### config.mk
export PLATFORM = sky130hd
export DESIGN_NAME = fma16_unpack
export DESIGN_NICKNAME = d
export VERILOG_FILES = /design/src/rtl/fma16_unpack.sv
export SDC_FILE = /design/constraint.sdc
export NUM_CORES = 1
export LEC_CHECK = 0
export BUFFER_PORTS_ARGS = -buffer_cell sky130_fd_sc_hd__buf_2
export CAP_MARGIN = 20
export CORE_ASPECT_RATIO = 0.5
export CORE_MARGIN = 1
export CORE_UTILIZATION = 35
export CTS_BUF_LIST = sky130_fd_sc_hd__clkbuf_8 sky130_fd_sc_hd__clkbuf_16
export CTS_CLUSTER_DIAMETER = 30
export DETAILED_ROUTE_END_ITERATION = 8
export PLACE_DENSITY_LB_ADDON = 0.2
export RECOVER_POWER = 50
export SLEW_MARGIN = 0
export SYNTH_ARGS = -nofsm -noshare
export SYNTH_HDL_FRONTEND = slang
export SYNTH_SLANG_ARGS = --single-unit
### constraint.sdc
create_clock -name clk -period 3.58 [get_ports clk]
set_clock_uncertainty 0.2 [all_clocks]
set_input_delay 0.179 -clock clk [delete_from_list [all_inputs] [get_ports clk]]
set_output_delay 0.179 -clock clk [all_outputs]
set_load 0.005 [all_outputs]
### src/rtl/fma16_unpack.sv
// fma16_unpack: unpacks and classifies three binary16 operands, normalizing subnormals serially
module fma16_unpack #(
  parameter int NE = 5,
  parameter int NF = 10,
  parameter int EW = NE + 2
) (
  input  logic             clk,
  input  logic             reset,
  input  logic             in_valid,
  output logic             in_ready,
  input  logic [NE+NF:0]   x,
  input  logic [NE+NF:0]   y,
  input  logic [NE+NF:0]   z,
  output logic             out_valid,
  input  logic             out_ready,
  output logic             xs,
  output logic             ys,
  output logic             zs,
  output logic [EW-1:0]    xe,
  output logic [EW-1:0]    ye,
  output logic [EW-1:0]    ze,
  output logic [NF:0]      xm,
  output logic [NF:0]      ym,
  output logic [NF:0]      zm,
  output logic [3:0]       xcls,
  output logic [3:0]       ycls,
  output logic [3:0]       zcls,
  output logic             invalid
);
  localparam int W = NE + NF + 1;
  typedef enum logic [2:0] {IDLE, NX, NY, NZ, DONE} state_t;
  state_t state, state_n;
  logic [W-1:0] xr, yr, zr, op;
  logic [NE-1:0] ef;
  logic [NF-1:0] ff;
  logic [EW-1:0] we, e_n;
  logic [NF:0] wm, m_n;
  logic [3:0] cls_n;
  logic run, done;
  function automatic logic snan(input logic [W-1:0] v);
    return (&v[W-2:NF]) && (v[NF-1:0] != '0) && !v[NF-1];
  endfunction
  // decode the operand owned by the current state; a running subnormal keeps shifting
  always_comb begin
    op = state == NX ? xr : state == NY ? yr : zr;
    ef = op[W-2:NF];
    ff = op[NF-1:0];
    cls_n = (&ef) ? (ff == '0 ? 4'b0100 : 4'b1000) : ef == '0 ? (ff == '0 ? 4'b0001 : 4'b0010) : 4'b0000;
    m_n = run ? wm << 1 : cls_n[1] ? {1'b0, ff} << 1 : cls_n[0] ? '0 : {1'b1, ff};
    e_n = run ? we - EW'(1) : (cls_n[1] | cls_n[0]) ? '0 : EW'(ef);
    done = m_n[NF] | (!run & cls_n[0]);
  end
  // state register
  always_ff @(posedge clk)
    if (reset) state <= IDLE;
    else state <= state_n;
  // next state: each operand state advances only when its decode completes
  always_comb
    state_n = state == IDLE ? (in_valid ? NX : IDLE) :
              state == DONE ? (out_ready ? IDLE : DONE) :
              !done ? state : state == NX ? NY : state == NY ? NZ : DONE;
  // handshake outputs
  always_comb begin
    in_ready = state == IDLE;
    out_valid = state == DONE;
  end
  // operand capture, subnormal working registers and registered results
  always_ff @(posedge clk)
    if (reset) begin
      {xr, yr, zr} <= '0;
      {we, wm, run} <= '0;
      {xs, ys, zs, xe, ye, ze, xm, ym, zm, xcls, ycls, zcls, invalid} <= '0;
    end else begin
      if (state == IDLE && in_valid) {xr, yr, zr} <= {x, y, z};
      run <= (state == NX || state == NY || state == NZ) && !done;
      if (!done) begin
        we <= e_n;
        wm <= m_n;
      end
      if (done && state == NX) {xs, xe, xm, xcls} <= {op[W-1], e_n, m_n, cls_n};
      if (done && state == NY) {ys, ye, ym, ycls} <= {op[W-1], e_n, m_n, cls_n};
      if (done && state == NZ) {zs, ze, zm, zcls} <= {op[W-1], e_n, m_n, cls_n};
      if (done && state == NZ) invalid <= snan(xr) | snan(yr) | snan(zr);
      if (state == DONE && out_ready) invalid <= 1'b0;
    end
endmodule

==> run metrics <==
vias per cell=5.228; LEAKAGE=3.153 nW; number of synthesized flops with an enable pin=0; initial antenna violation count=0; Worst Hold Endpoint=we[0]$_SDFFE_PP0N_; # clock sinks=139; largest net degree at the start of global routing=57; clock latency on the worst-skew pair=0.42 ns; CTS tree=yes; peak per-stage delay on the critical path=0.70 ns; Top FF cell, synth=dfxtp_1; TritonCTS Buffers=17; crit path max-delay cell type=or4b_1; DRT Wirelength=20010 um; clk root buf=clkbuf_16; Final setup violation count=0; reg2reg start=state[1]$_SDFFE_PP0P_; fraction of layout cells with a size suffix above 1=0.1501; number of DRC markers in iteration 0=335; critical path type=reg -> reg; min-delay worst type=in -> reg; Post-route DRC=0; vias in the first global route=5588; flop2flop setup slack=0.26 ns; RSZ-0062 raised after global routing=false; status=completed; diodes inserted=0; die span in x=190.5 um; Hold Fails Final Rpt=0; Slew HR=0.4070; Die Ht=96.26 um; FF/Latch Area=2783 um2; total number of vias=6101; multi-input logic area=3124 um2; period utilization=0.9274; Port Buffers=123; Synth Register Bits=139; htree depth=4; post-route design area=8018 um2; CP Data Required Time=3.73 ns; clock slew at reported path FFs=0.06 ns; Min Hold Slack=0.1239 ns; Rows=34; final core utilization=0.4608; Worst Min Path Start=reset; Data arrival, critical path=3.47 ns; RR Endpoint=zcls[0]$_SDFFE_PP0P_; FF-to-FF path depth=8; Design Power=6.845 mW; die area=18340 um2; CP startpoint kind=register; crit-path cells=buf_4 -> nor2b_1 -> a22oi_1 -> o2bb2ai_1 -> nor4_2 -> or4b_1 -> or4_1 -> a21oi_1; Critical Path End Type=register; peak supply drop=0.4172 mV; ys async rst share=0; Core Footprint=17400 um2; fillers=1800; Bufs on Longest Clock Path=2; global-route wire length before repair=30660 um; Syn Inst Count=770; Detail Route Antenna Nets=0; WHS Path Cells=3; Slew Limit Fails=0; HPWL Detailed=14100 um; dpl cell area=7036 um2; average size of a mapped cell=8.078 um2; Seq/Total Area, Yosys=0.4474; Unique masters post-synth=55; worst slew pin tran=0.8885 ns; Ports=124; gr ovfl total=0; fin nets=973; synth warn=0; GPL Wtd Cong=0.8565; initial core utilization=0.3575; CP max FO=24; maxcap violations=0; Power Density=853.7 nW/um2; gr usage total=0.2197; Area Overhead vs Synth=28.91%; post-CTS setup buffer count=0; setup TNS=0 ns; Cell Area, Synth=6220 um2; routed len/inst=17.14 um; DRT Pass-1 Iters=4; fmax=301.2 MHz; final worst path period need=3.320 ns; Syn Nets=823; critical path startpoint=state[1]$_SDFFE_PP0P_
[kinds of logic (layout without fill, tap and decap cells)]
group,after synthesis,count (layout),synth area share
AND/OR/NAND/NOR,313,313,0.2440
AO/OA/AOI/OAI,206,206,0.1913
flip-flops,139,139,0.4474
buffers and inverters,72,235,0.05311
multiplexers,34,34,0.05512
XOR/XNOR,5,5,0.007041
adder cells (fa/ha/maj),1,1,0.002011
[stage by stage]
step / std cells / setup slack [ns]
3_5_place_dp: 1086 / 0.1613
3_3_place_gp: 1086 / 0.2040
6_report: 1167 / 0.2599
5_1_grt: 1167 / 0.03041
4_1_cts: 1167 / 0.1446
2_1_floorplan: 770 / 0.7956
[routing by layer]
layer / global-route usage / wire [um]
met1: 0.3085 / 10050
met5: 0 / 0
met2: 0.3382 / 8709
met4: 0.05000 / 155
met3: 0.05286 / 1088
[final cells by class]
cell class / count / share of cell area
Clock buffer: 17 / 0.05306
Timing Repair Buffer: 198 / 0.1553
Clock inverter: 15 / 0.01607
Inverter: 5 / 0.002341
Tap cell: 234 / 0.03652
Sequential cell: 139 / 0.3471
Multi-Input combinational cell: 559 / 0.3897
[registers in the layout (all words and copies together), names as in the netlist]
name     flops
xcls         4
yr          16
ye           7
state        3
ym          11
we           7
zcls         4
zm          11
ze           7
xr          16
xm          11
ys           1
xs           1
zs           1
wm          10
run          1
ycls         4
zr          16
xe           7
invalid      1
[synth_stat cells (all sizes together), types with 5 or more instances]
| master | number | area, um2 |
|---|---|---|
| nand4b | 6 | 52.55 |
| nand4 | 7 | 43.79 |
| and3 | 5 | 31.28 |
| a21oi | 102 | 510.5 |
| o21ai | 51 | 255.2 |
| nor4 | 8 | 56.30 |
| clkbuf | 46 | 172.7 |
| dfxtp | 139 | 2783 |
| nand3 | 32 | 160.2 |
| nand3b | 21 | 157.7 |
| nand2 | 148 | 555.5 |
| a31o | 7 | 61.31 |
| nor2 | 36 | 135.1 |
| a21o | 6 | 45.04 |
| inv | 5 | 18.77 |
| buf | 21 | 138.9 |
| nand2b | 11 | 68.82 |
| nor3 | 19 | 95.09 |
| mux2i | 32 | 320.3 |
[cell usage in the layout, fill, tap and decap left out, types with 5 or more instances in the layout]
| cell type | n |
|---|---|
| dlygate4sd3_1 | 49 |
| clkinvlp_4 | 8 |
| a31o_2 | 7 |
| o21ai_0 | 50 |
| dfxtp_1 | 139 |
| buf_2 | 70 |
| clkbuf_16 | 17 |
| nand4_1 | 7 |
| clkbuf_1 | 53 |
| nand4b_1 | 6 |
| nand2_1 | 147 |
| inv_1 | 7 |
| nor4_1 | 7 |
| and3_1 | 5 |
| nor3_1 | 19 |
| nand3_1 | 32 |
| nand2b_1 | 11 |
| buf_4 | 24 |
| a21oi_1 | 101 |
| nand3b_1 | 21 |
| nor2_1 | 36 |
| a21o_1 | 6 |
| mux2i_1 | 32 |
[repair_timing]
item	4_1_cts	5_1_grt
endpoints found under the setup margin	0	21
hold buffers	49	0
resized for setup	0	2
endpoints found under the hold margin	50	0
[critical path, delay by kind of cell, from the launching register on]
| kind | cells | cell delay [ns] |
|---|---|---|
| AOI/OAI and AO/OA | 3 | 0.56 |
| buffers and inverters | 1 | 0.29 |
| DFF | 1 | 0.46 |
| and+or+nand+nor | 4 | 1.75 |
[where the power goes]
group	leakage, nW	total (mW)	internal, mW	switching (mW)
clock network	0.252	1.66	0.950	0.708
logic	1.77	3.13	1.08	2.06
registers	1.13	2.05	1.82	0.232
[how the worst max path moves through the flow]
stage,to,cells after the start
floorplan,xcls[0]$_SDFFE_PP0P_,8
global placement,zm[0]$_SDFFE_PP0P_,7
detailed placement,zm[0]$_SDFFE_PP0P_,7
CTS,zm[0]$_SDFFE_PP0P_,7
global route,xcls[0]$_SDFFE_PP0P_,8
finish,zcls[0]$_SDFFE_PP0P_,8
Power figures use the tool's default switching activity.
